File: src/rtl/lms_update_sched.sv
// lms_update_sched: per-sample sequencer for the LMS adaptive filter.
// One accepted sample runs FIR MAC over all taps, latches the error, then
// (optionally) issues one weight update per tap. Write-back strobes trail
// the issues by DIV_LAT cycles so each weight register updates only when
// its divided term is valid.
module lms_update_sched #(
    parameter int NTAPS   = 16,
    parameter int IDX_W   = 4,
    parameter int DIV_LAT = 1,
    parameter int CNT_W   = 16
) (
    input  logic             clk,
    input  logic             rst,
    input  logic             sample_valid,
    output logic             sample_ready,
    input  logic             update_en,
    output logic [IDX_W-1:0] tap_idx,
    output logic             acc_clr,
    output logic             mac_en,
    output logic             err_latch,
    output logic             upd_issue,
    output logic [IDX_W-1:0] upd_idx,
    output logic             wb_en,
    output logic [IDX_W-1:0] wb_idx,
    output logic             busy,
    output logic             done,
    output logic [CNT_W-1:0] iter_cnt
);

    typedef enum logic [2:0] {
        S_IDLE,
        S_FILT,
        S_ERR,
        S_UPD,
        S_DRAIN,
        S_DONE
    } state_t;

    // Phase counter is shared by FILT, UPD and DRAIN, so size it for the longest.
    localparam int PH_MAX = (NTAPS > DIV_LAT) ? NTAPS : DIV_LAT;
    localparam int PH_W   = $clog2(PH_MAX + 1);
    localparam logic [PH_W-1:0] LAST_TAP   = PH_W'(NTAPS - 1);
    localparam logic [PH_W-1:0] LAST_DRAIN = PH_W'(DIV_LAT - 1);

    state_t                        state_q, state_d;
    logic [PH_W-1:0]               ph_q, ph_d;
    logic [CNT_W-1:0]              iter_q, iter_d;
    logic [DIV_LAT-1:0]            wb_vld_q;
    logic [DIV_LAT-1:0][IDX_W-1:0] wb_idx_q;

    // State, phase counter and iteration counter registers.
    always_ff @(posedge clk or posedge rst) begin
        if (rst) begin
            state_q <= S_IDLE;
            ph_q    <= '0;
            iter_q  <= '0;
        end else begin
            state_q <= state_d;
            ph_q    <= ph_d;
            iter_q  <= iter_d;
        end
    end

    // Next-state logic; the phase counter restarts at 0 on every state change.
    always_comb begin
        state_d = state_q;
        ph_d    = '0;
        iter_d  = iter_q;
        unique case (state_q)
            S_IDLE:  if (sample_valid) state_d = S_FILT;
            S_FILT: begin
                if (ph_q == LAST_TAP) state_d = S_ERR;
                else                  ph_d    = ph_q + PH_W'(1);
            end
            S_ERR:   state_d = update_en ? S_UPD : S_DONE;
            S_UPD: begin
                if (ph_q == LAST_TAP) state_d = S_DRAIN;
                else                  ph_d    = ph_q + PH_W'(1);
            end
            S_DRAIN: begin
                if (ph_q == LAST_DRAIN) state_d = S_DONE;
                else                    ph_d    = ph_q + PH_W'(1);
            end
            S_DONE: begin
                state_d = S_IDLE;
                iter_d  = iter_q + CNT_W'(1);
            end
            default: state_d = S_IDLE;
        endcase
    end

    // Write-back delay line: shifts every cycle so it tracks the DIV pipe exactly.
    always_ff @(posedge clk or posedge rst) begin
        if (rst) begin
            wb_vld_q <= '0;
            wb_idx_q <= '0;
        end else begin
            wb_vld_q[0] <= upd_issue;
            wb_idx_q[0] <= upd_idx;
            for (int i = DIV_LAT - 1; i > 0; i--) begin
                wb_vld_q[i] <= wb_vld_q[i-1];
                wb_idx_q[i] <= wb_idx_q[i-1];
            end
        end
    end

    // Output decode. acc_clr is the only handshake-qualified output: the
    // accumulator must be cleared in the acceptance cycle itself.
    assign sample_ready = (state_q == S_IDLE) && !rst;
    assign acc_clr      = sample_ready && sample_valid;
    assign mac_en       = (state_q == S_FILT);
    assign tap_idx      = mac_en ? IDX_W'(ph_q) : '0;
    assign err_latch    = (state_q == S_ERR);
    assign upd_issue    = (state_q == S_UPD);
    assign upd_idx      = upd_issue ? IDX_W'(ph_q) : '0;
    assign wb_en        = wb_vld_q[DIV_LAT-1];
    assign wb_idx       = wb_en ? wb_idx_q[DIV_LAT-1] : '0;
    assign busy         = (state_q != S_IDLE);
    assign done         = (state_q == S_DONE);
    assign iter_cnt     = iter_q;

endmodule
File: config.mk
export PLATFORM = sky130hd
export DESIGN_NAME = lms_update_sched
export DESIGN_NICKNAME = d
export VERILOG_FILES = /design/src/rtl/lms_update_sched.sv
export SDC_FILE = /design/constraint.sdc
export NUM_CORES = 1
export LEC_CHECK = 0
export ABC_AREA = 0
export BUFFER_PORTS_ARGS = -buffer_cell sky130_fd_sc_hd__buf_2
export CAP_MARGIN = 20
export CORE_MARGIN = 2
export CORE_UTILIZATION = 45
export DETAILED_ROUTE_END_ITERATION = 10
export PLACE_DENSITY = 0.8
export SETUP_SLACK_MARGIN = 0.05
export SYNTH_ARGS = -nofsm -noshare
export SYNTH_HDL_FRONTEND = slang
export SYNTH_SLANG_ARGS = --single-unit
export TNS_END_PERCENT = 30
File: constraint.sdc
create_clock -name clk -period 2.8 [get_ports clk]
set_clock_uncertainty 0.1 [all_clocks]
set_input_delay 0.14 -clock clk [delete_from_list [all_inputs] [get_ports clk]]
set_output_delay 0.14 -clock clk [all_outputs]
set_load 0.01 [all_outputs]
==> run metrics <==
crit path launch type=flip-flop; WL final=2.64 mm; post-synthesis cell area=1410 um2; Reg clk slew, reported paths=0.08 ns; post-CTS setup buffer count=0; vias per cell=4.82; grt ovf=0; fillers=267; # Max-Cap Violations=0; Layout Nets=186; routed len/inst=11.9 um; M3 GR Usage=7.58%; Final Max Slew Viols=0; final hold violation count=0; Netlist cell types=33; Post-Syn Nets=140; RSZ-0062 raised after global routing=no; Site Rows=20; vias in the first global route=993; Fmax=0.517 GHz; worst-path fanout max=12; HPWL after detailed placement=2.02 mm; clk buf depth=2; met1 usage=18.8%; global-route wire length before repair=4.31 mm; clk root buf=clkbuf_4; critical path arrival=1.70 ns; register area share after synthesis=51.4%; number of H-tree levels=2; Die Y-Extent=60.0 um; area added between synthesis and finish=23.7%; Global Route Usage Sum=16.5%; drt drc=0; Power, Total=1.29 mW; GRT met2 Usage=27.0%; CTS resizes=0; vias after detailed routing=1071; relative slew slack=68.1%; final setup vio count=0; router iterations before antenna repair=3; fin crit period=1.94 ns; pwr dens=737 nW/um2; die area=3600 um2; initial antenna violation count=0; worst r2r path cells=6; hold path cells=4; Setup TNS Final=0 ns; GPL Wtd Cong=0.819; proportion of layout cells with a drive suffix above 1=31.5%; Setup crit end kind=primary output; GRT busiest layer=met2; Gate Count Post-Synth=132; WP data required=2.56 ns; Peak VDD IR=413 uV; Core ar.=3030 um2; crit share post-route=69.1%; Initial DRC Count=28; status=complete, no violations; Ant. Diodes=0; largest net degree at the start of global routing=30; Worst-Margin Slew=0.477 ns; Inserted Clock Buffers=5; CTS tree=done; Leakage Power=0.920 nW; Worst-Skew Late Latency=0.32 ns; critical path class=reg -> out; syn_area_per_cell=10.7 um2; Hold Path Class=in -> reg; yosys warns=0; die outline width=60.0 um; Port Buffers=39; Yosys reg bits=29; post-route ant nets=0; clk sinks=29; initial core utilization=46.6%; # IOs=40
logic make-up after synthesis:
logic type | after synthesis | share of synthesized area [%]
buffers and inverters | 7 | 1.95
and+or+nand+nor | 68 | 29.3
adders and majority gates | 4 | 3.55
AOI/OAI and AO/OA | 7 | 3.28
DFF | 29 | 51.4
xor gates and xnor gates | 17 | 10.6
timing repair:
action | in CTS | in global routing
endpoints found under the hold margin | 0 | 29
endpoints found under the setup margin | 0 | 0
hold buffers | 0 | 1
layer usage:
| metal | vias to the layer above | wire length, um |
|---|---|---|
| met1 | 506 | 1130 |
| met3 | 2 | 152 |
| met5 | - | 0 |
| met2 | 28 | 1350 |
| li1 | 535 | - |
| met4 | 0 | 14 |
stage by stage:
stage          cell area (um2)  worst slack (ns)  utilization (%)  std cells  hold WS, ns
5_1_grt                   1750             0.763             57.6        222       0.0367
3_3_place_gp              1650              1.22             54.6        213        0.355
2_1_floorplan             1410              1.24                -        132        0.118
4_1_cts                   1710             0.872             56.4        220      0.00781
3_5_place_dp              1650              1.19             54.6        213        0.361
6_report                  1750             0.864             57.6        222       0.0492
power by group:
part | switching, mW | leakage [nW] | total [mW] | internal [mW]
Combinational | 0.226 | 0.499 | 0.439 | 0.214
Sequential | 0.110 | 0.390 | 0.600 | 0.490
Clock | 0.128 | 0.0314 | 0.246 | 0.118
worst max-delay path, cell delays in order (launching register included):
cell and delay (ns):
dfrtp_1 0.54, nor2b_1 0.46, and3_1 0.24, buf_2 0.14
placed cells by master (no fill, tap or decap):
cell type	count
buf_2	39
dfrtp_1	29
xnor2_1	14
nand2_1	12
and2_1	12
nand3_1	10
nor2_1	7
and3_1	6
clkbuf_4	5
nand4_1	4
inv_1	4
ha_1	4
nor2b_1	3
xor2_1	3
o21ai_1	2
nand2b_1	2
nor2_2	2
nand3b_4	1
inv_2	1
nor3_2	1
nor3_1	1
and4b_1	1
and4_1	1
or4b_4	1
nand3_2	1
o21a_2	1
nand4b_1	1
or3_4	1
nor3b_2	1
a21oi_1	1
o21a_1	1
o22ai_1	1
a22o_1	1
clkbuf_1	1
clkbuf_8	1
dlygate4sd3_1	1
buf_16	1
sequential cells by signal, summed over array words and instances, names as in the netlist:
signal	flops
iter_cnt	16
state_q	3
ph_q	5
wb_en	1
wb_idx_q	4
synthesized netlist by cell type, drive strengths merged:
cell type   n  area [um2]
or3         1        11.3
a22o        1        8.76
o21ai       2        10.0
nand2      12        45.0
and2       12        75.1
xor2        3        26.3
nor2b       3        18.8
inv         5        18.8
nor2        9        38.8
nand2b      2        12.5
nand4b      1        8.76
buf         1        5.00
xnor2      14         123
nor3        2        15.0
nand3      11        60.1
and4b       1        10.0
nand3b      1        20.0
dfrtp      29         726
and4        1        8.76
nor3b       1        12.5
o22ai       1        6.26
nand4       4        25.0
or4b        1        13.8
a21oi       1        5.00
and3        6        37.5
clkbuf      1        3.75
o21a        2        16.3
ha          4        50.1
cell type report:
class | count | area [um2] | share of cell area, %
clock buffer | 7 | 55.1 | 3.15
inverter | 5 | 18.8 | 1.08
multi-input combinational | 96 | 658 | 37.7
sequential | 29 | 726 | 41.6
tap | 44 | 55.1 | 3.15
timing repair buffer | 41 | 233 | 13.3
worst paths after layout:
path | startpoint | to | slack [ns]
setup / recovery | state_q[2]$_DFFE_PP0P_ | upd_idx[1] | 0.86
hold / removal | update_en | state_q[2]$_DFFE_PP0P_ | 0.05
setup reg to reg | ph_q[0]$_DFF_PP0_ | ph_q[0]$_DFF_PP0_ | 1.18
hold reg to reg | iter_cnt[15]$_DFFE_PP0P_ | iter_cnt[15]$_DFFE_PP0P_ | 0.37
max in group asynchronous | rst | iter_cnt[12]$_DFFE_PP0P_ | 2.01
min in group asynchronous | rst | state_q[2]$_DFFE_PP0P_ | 0.20
Power figures use the tool's default switching activity.
